===== config.mk =====
export PLATFORM = sky130hd
export DESIGN_NAME = excp_ctrl
export DESIGN_NICKNAME = d
export VERILOG_FILES = /design/src/rtl/excp_ctrl.sv
export SDC_FILE = /design/constraint.sdc
export NUM_CORES = 1
export LEC_CHECK = 0
export CAP_MARGIN = 20
export CORE_ASPECT_RATIO = 2
export CORE_MARGIN = 5
export CORE_UTILIZATION = 35
export CTS_BUF_LIST = sky130_fd_sc_hd__clkbuf_4
export CTS_CLUSTER_SIZE = 8
export DETAILED_ROUTE_END_ITERATION = 12
export PLACE_DENSITY_LB_ADDON = 0.08
export SYNTH_ARGS = -nofsm -noshare
export SYNTH_HDL_FRONTEND = slang
export SYNTH_SLANG_ARGS = --single-unit

===== constraint.sdc =====
create_clock -name clk -period 1.9 [get_ports clk]
set_clock_uncertainty 0.15 [all_clocks]
set_input_delay 0.285 -clock clk [delete_from_list [all_inputs] [get_ports clk]]
set_output_delay 0.285 -clock clk [all_outputs]
set_load 0.02 [all_outputs]

===== src/rtl/excp_ctrl.sv =====
// ============================================================================
// Module   : excp_ctrl
// Purpose  : MEM-stage exception/interrupt/eret arbiter with CP0 bypass and
//            flush/refill sequencing.
// Revision : 1.0 - initial release
// ============================================================================
`default_nettype none

module excp_ctrl (
    input  logic        clk,
    input  logic        rst_n,
    input  logic        mem_valid_i,
    input  logic [31:0] mem_pc_i,
    input  logic        mem_in_delay_slot_i,
    input  logic [4:0]  mem_excp_i,
    input  logic        cp0_we_i,
    input  logic [4:0]  cp0_waddr_i,
    input  logic [31:0] cp0_wdata_i,
    input  logic [31:0] status_i,
    input  logic [31:0] cause_i,
    input  logic [31:0] epc_i,
    output logic        flush_o,
    output logic [31:0] new_pc_o,
    output logic        excp_valid_o,
    output logic [4:0]  excp_code_o,
    output logic [31:0] excp_epc_o,
    output logic        excp_bd_o,
    output logic        eret_o,
    output logic        busy_o
);

    localparam logic [4:0]  CP0_STATUS   = 5'd12;
    localparam logic [4:0]  CP0_CAUSE    = 5'd13;
    localparam logic [4:0]  CP0_EPC      = 5'd14;
    localparam logic [4:0]  EXC_INT      = 5'h00;
    localparam logic [4:0]  EXC_SYS      = 5'h08;
    localparam logic [4:0]  EXC_BP       = 5'h09;
    localparam logic [4:0]  EXC_RI       = 5'h0A;
    localparam logic [4:0]  EXC_OV       = 5'h0C;
    localparam logic [31:0] EXC_VECTOR   = 32'h0000_0020;

    typedef enum logic [1:0] {
        S_IDLE  = 2'd0,
        S_FLUSH = 2'd1,
        S_BLANK = 2'd2
    } state_e;

    state_e      state_q;
    logic [1:0]  cnt_q;
    logic        flush_q;
    logic [31:0] new_pc_q;
    logic        excp_valid_q;
    logic [4:0]  excp_code_q;
    logic [31:0] excp_epc_q;
    logic        excp_bd_q;
    logic        eret_q;
    logic        busy_q;

    logic [31:0] eff_status;
    logic [31:0] eff_cause;
    logic [31:0] eff_epc;
    logic        int_pend;
    logic        excp_hit;
    logic        eret_hit;
    logic        take;
    logic [4:0]  excp_code_d;
    logic [31:0] excp_epc_d;
    logic        excp_bd_d;
    logic        unused_bits;

    // Bypass the in-flight MEM-stage mtc0 so a just-written register is seen.
    always_comb begin
        eff_status = status_i;
        eff_cause  = cause_i;
        eff_epc    = epc_i;
        if (cp0_we_i && (cp0_waddr_i == CP0_STATUS)) eff_status = cp0_wdata_i;
        if (cp0_we_i && (cp0_waddr_i == CP0_CAUSE))  eff_cause[9:8] = cp0_wdata_i[9:8];
        if (cp0_we_i && (cp0_waddr_i == CP0_EPC))    eff_epc = cp0_wdata_i;
    end

    assign unused_bits = ^{eff_status[31:16], eff_status[7:2],
                           eff_cause[31:16], eff_cause[7:0]};

    assign int_pend = (|(eff_cause[15:8] & eff_status[15:8]))
                      & eff_status[0] & ~eff_status[1];

    always_comb begin
        excp_code_d = EXC_INT;
        if (int_pend)           excp_code_d = EXC_INT;
        else if (mem_excp_i[2]) excp_code_d = EXC_RI;
        else if (mem_excp_i[0]) excp_code_d = EXC_SYS;
        else if (mem_excp_i[1]) excp_code_d = EXC_BP;
        else if (mem_excp_i[3]) excp_code_d = EXC_OV;
    end

    assign excp_hit   = int_pend | (|mem_excp_i[3:0]);
    assign eret_hit   = ~excp_hit & mem_excp_i[4];
    assign take       = mem_valid_i && (state_q == S_IDLE) && (excp_hit || eret_hit);
    assign excp_epc_d = mem_in_delay_slot_i ? (mem_pc_i - 32'd4) : mem_pc_i;
    assign excp_bd_d  = mem_in_delay_slot_i;

    always_ff @(posedge clk or negedge rst_n) begin
        if (!rst_n) begin
            state_q      <= S_IDLE;
            cnt_q        <= 2'd0;
            flush_q      <= 1'b0;
            new_pc_q     <= 32'd0;
            excp_valid_q <= 1'b0;
            excp_code_q  <= 5'd0;
            excp_epc_q   <= 32'd0;
            excp_bd_q    <= 1'b0;
            eret_q       <= 1'b0;
            busy_q       <= 1'b0;
        end else begin
            flush_q      <= 1'b0;
            excp_valid_q <= 1'b0;
            eret_q       <= 1'b0;
            case (state_q)
                S_IDLE: begin
                    if (take) begin
                        state_q <= S_FLUSH;
                        busy_q  <= 1'b1;
                        flush_q <= 1'b1;
                        if (excp_hit) begin
                            excp_valid_q <= 1'b1;
                            new_pc_q     <= EXC_VECTOR;
                            excp_code_q  <= excp_code_d;
                            excp_epc_q   <= excp_epc_d;
                            excp_bd_q    <= excp_bd_d;
                        end else begin
                            eret_q   <= 1'b1;
                            new_pc_q <= eff_epc;
                        end
                    end
                end
                S_FLUSH: begin
                    state_q <= S_BLANK;
                    cnt_q   <= 2'd0;
                end
                S_BLANK: begin
                    // Two refill bubbles, then accept events again.
                    if (cnt_q == 2'd1) begin
                        state_q <= S_IDLE;
                        cnt_q   <= 2'd0;
                        busy_q  <= 1'b0;
                    end else begin
                        cnt_q <= cnt_q + 2'd1;
                    end
                end
                default: begin
                    state_q <= S_IDLE;
                    cnt_q   <= 2'd0;
                    busy_q  <= 1'b0;
                end
            endcase
        end
    end

    assign flush_o      = flush_q;
    assign new_pc_o     = new_pc_q;
    assign excp_valid_o = excp_valid_q;
    assign excp_code_o  = excp_code_q;
    assign excp_epc_o   = excp_epc_q;
    assign excp_bd_o    = excp_bd_q;
    assign eret_o       = eret_q;
    assign busy_o       = busy_q;

endmodule

`default_nettype wire


==> summary.md, run 1 <==
| Metric | Value |
|---|---|
| Cts bufs inserted | `9` |
| Logic pwr share | `0.485` |
| Max Cap Violations | `0` |
| CP required | `2.06 ns` |
| Internal | `4.516 mW` |
| Gpl congestion | `a little under 0.8` |
| Synth unique cells | `48` |
| Die height | `168.5 um` |
| F_max | `approximately 0.44 GHz` |
| Most used DFF post-synth | `dfrtp_1` |
| Combinational family with the most area after synthesis | `simple AND/OR/NAND/NOR gates` |
| Outcome | `finished with violations` |
| Synth Instances | `467` |
| Clock sink count | `77` |
| CTS tree | `done` |
| Detail Placement HPWL | `11110 um` |
| Antenna viol nets, final | `0` |
| Initial Util | `0.3521` |
| Post-synthesis adder-cell area fraction | `0.002847` |
| R2R setup slack | `0.14 ns` |
| Longest Clk Path Bufs | `2` |
| Worst-margin pin slew | `0.5215 ns` |
| Finished Layout Cells | `901` |
| Setup slack after layout | `-0.3911 ns` |
| Drt total wl | `14630 um` |
| Wire length per cell | `16.24 um` |
| Synth top area cells | `dfrtp_1 44%, mux2_4 10%, nand2_1 9.1%` |
| R2r endpoint | `excp_epc_o[24]` |
| #FFs+latches synth | `77` |
| Hold depth | `4` |
| WS Path Type | `in2reg` |
| Fill cells | `1121` |
| Worst IR drop on VDD | `0.5892 mV` |
| Final Slew Violations | `0` |
| Final setup fails | `74` |
| Leak | `just over 4 nW` |
| Worst slew margin | `0.6523` |
| CP arrival | `around 2.5 ns` |
| Area share of the largest cell type after synthesis | `0.4384` |
| Post-synth EDFFs | `0` |
| Nets@finish | `~920` |
| Xor and xnor fraction of the mapped netlist area | `0.05978` |
| Multiplexer area fraction after synthesis | `0.1327` |
| Rows | `58` |
| Psw | `2.300 mW` |
| Mapped cell area | `0.004395 sq mm` |
| Inst Count DP | `~870` |
| Reg2reg path depth | `6` |
| Worst setup SP type | `primary input` |
| Part of the cycle the worst path needs | `1.206` |
| IO buf count | `201` |
| Share of cells above drive strength 1 | `0.2547` |
| Sequential share of power | `0.360` |
| Clock-pin slew on the worst setup and hold paths | `between 0.1 and 0.15 ns` |
| Post-Syn Area per Cell | `9.412 sq um` |
| Via count | `4391` |
| Power per standard cell area | `883.4 mW/mm^2` |
| R2R Path Start | `state_q[1]` |
| Compound-gate portion of the synthesized area | `0.1483` |
| Async SR Flop Fraction | `1.000` |
| First-pass GRT wire length | `22330 um` |
| Final min period | `2.291 ns` |
| H-tree Lvls | `3` |
| Antenna violations before repair | `1` |
| GR Overflow Total | `0` |
| Number of global-route vias before repair | `4633` |
| Worst setup EP type | `register` |
| DIE AREA | `0.01504 sq mm` |
| Yosys top cell by area | `dfrtp_1` |
| Area Growth Syn to Fin | `75.52%` |
| Syn Nets | `approximately 640` |
| Post-synthesis simple-gate area fraction | `0.1748` |
| Routed vias/inst | `just under 5` |
| Setup tns final | `-17.76 ns` |
| DRC viols | `0` |
| Largest net degree at the start of global routing | `41` |
| First-pass DRT Iterations | `6` |
| Min-Delay Endpoint | `excp_epc_o[11]` |
| IO Count | `249` |
| Clk_lat worst skew | `around 0.4 ns` |
| Crit Path Max Fanout | `6` |
| Failing checks | `setup timing` |
| Die W | `89.24 um` |
| Overall routing resource usage | `0.1900` |
| RSZ-0062 raised after global routing | `yes` |
| Hold Path Class | `in2reg` |
| Clk pwr share | `0.155` |
| Min-delay src | `mem_pc_i[11]` |
| Fin. Hold Viols | `0` |
| Seq/Total Area, Yosys | `0.4384` |
| Synthesis warning total | `0` |
| Worst hold slack | `0.2462 ns` |
| Core ar. | `0.01248 sq mm` |
| Sw Ratio | `0.3374` |
| First DRT Iteration DRCs | `between 90 and 100` |
| Root Buffer Master | `clkbuf_4` |
-- logic make-up after synthesis --
kind of cell | after synthesis
multiplexers | 42
other | 1
adder cells (fa/ha/maj) | 1
XOR/XNOR | 30
flip-flops | 77
buffers and inverters | 33
AND/OR/NAND/NOR | 166
AO/OA/AOI/OAI | 117
-- cells in the mapped netlist, types with 4 or more instances --
library cell / instances
nand2_1: 106
dfrtp_1: 77
a21oi_1: 67
o21ai_0: 34
mux2_4: 30
clkbuf_1: 19
nor2_1: 18
xor2_1: 16
xnor2_1: 14
mux2_2: 9
nor3_1: 8
inv_1: 7
nor4_1: 7
a22oi_1: 5
or4_1: 4
-- how the worst max path moves through the flow --
| stage | slack, ns | startpoint | cells past startpoint | to |
|---|---|---|---|---|
| after detailed placement | -1.28 | cp0_waddr_i[3] | 9 | excp_code_o[2] |
| final | -0.39 | cp0_waddr_i[4] | 11 | excp_epc_o[24] |
| after floorplan | -0.85 | cp0_waddr_i[4] | 9 | excp_epc_o[10] |
| after CTS | -0.40 | cp0_waddr_i[4] | 11 | excp_epc_o[7] |
| after global routing | -0.43 | cp0_waddr_i[4] | 11 | excp_epc_o[10] |
| after global placement | -1.21 | cp0_waddr_i[3] | 9 | excp_epc_o[1] |
-- cell type report --
cell class | instances | area (sq um) | share of cell area
Timing Repair Buffer | 294 | 2963 | 0.3840
Multi-Input combinational cell | 357 | 2462 | 0.3192
Tap cell | 150 | 187.7 | 0.02433
Antenna cell | 1 | 2.502 | 0.0003244
Clock buffer | 9 | 67.56 | 0.008758
Clock inverter | 6 | 78.83 | 0.01022
Inverter | 7 | 26.28 | 0.003406
Sequential cell | 77 | 1927 | 0.2498
-- critical path: stages --
cell       delay [ns]
buf_6            0.09
nand4b_4         0.17
nor3_4           0.13
buf_6            0.15
mux2_4           0.31
a221oi_4         0.31
a41oi_4          0.19
o21ai_4          0.20
buf_12           0.16
clkbuf_16        0.15
mux2_4           0.30
-- flip-flops by register name, indices dropped and copies added, names as in the netlist --
register      flops
excp_code_o       4
state_q           2
flush_o           1
busy_o            1
cnt_q             2
excp_bd_o         1
excp_valid_o      1
new_pc_o         32
eret_o            1
excp_epc_o       32
-- metal layers --
metal	share of wire	track usage	vias up	wire (um)
li1	-	-	2183	-
met1	0.35	0.1999	2026	5179
met2	0.54	0.3518	162	7852
met3	0.091	0.05796	20	1335
met4	0.018	0.05250	0	262
met5	0	0	-	0
-- power groups by stage --
stage                     clock network [mW]  logic [mW]  registers [mW]
after floorplan                            0        1.11            2.97
after global placement                     0        3.13            2.50
after detailed placement                   0        3.20            2.47
after CTS                               1.10        3.31            2.47
after global routing                    1.17        3.50            2.53
final                                   1.06        3.30            2.45
-- cell usage in the layout (no fill, tap or decap), types with 6 or more instances in the layout --
cell type | Yosys | routed
clkdlybuf4s50_1 | 0 | 125
nand2_1 | 106 | 105
dfrtp_1 | 77 | 77
buf_4 | 1 | 77
a21oi_1 | 67 | 66
dlymetal6s2s_1 | 0 | 49
mux2_4 | 30 | 36
dlygate4sd2_1 | 0 | 20
nor2_1 | 18 | 16
xor2_1 | 16 | 16
xnor2_1 | 14 | 14
o21ai_2 | 0 | 13
o21ai_0 | 34 | 12
buf_12 | 3 | 10
o21ai_1 | 0 | 9
clkbuf_4 | 0 | 9
nor3_1 | 8 | 7
inv_1 | 7 | 6
nor4_1 | 7 | 6
-- stage by stage --
step	setup WS, ns	total power [mW]	instance area (sq um)	util
floorplan	-0.8541	4.082	4395	-
global placement	-1.207	5.636	7109	0.5696
detailed placement	-1.280	5.667	7109	0.5696
CTS	-0.4031	6.882	7445	0.5964
global route	-0.4319	7.205	7715	0.6181
finish	-0.3911	6.816	7715	0.6181
-- timing repair --
item / CTS / global route
cloned: 2 / 3
gates resized for setup: 79 / 79
hold buffers: 1 / 0
pin swaps: 10 / 12
endpoints found under the setup margin: 89 / 121
setup buffers: 8 / 5
endpoints found under the hold margin: 39 / 0
Power figures use the tool's default switching activity.
==> run 2: changes to the inputs <==
- CAP_MARGIN: 20 -> unset
==> results of run 2 <==
Same layout as run 1: the final DEF is identical, and so are final timing and power.
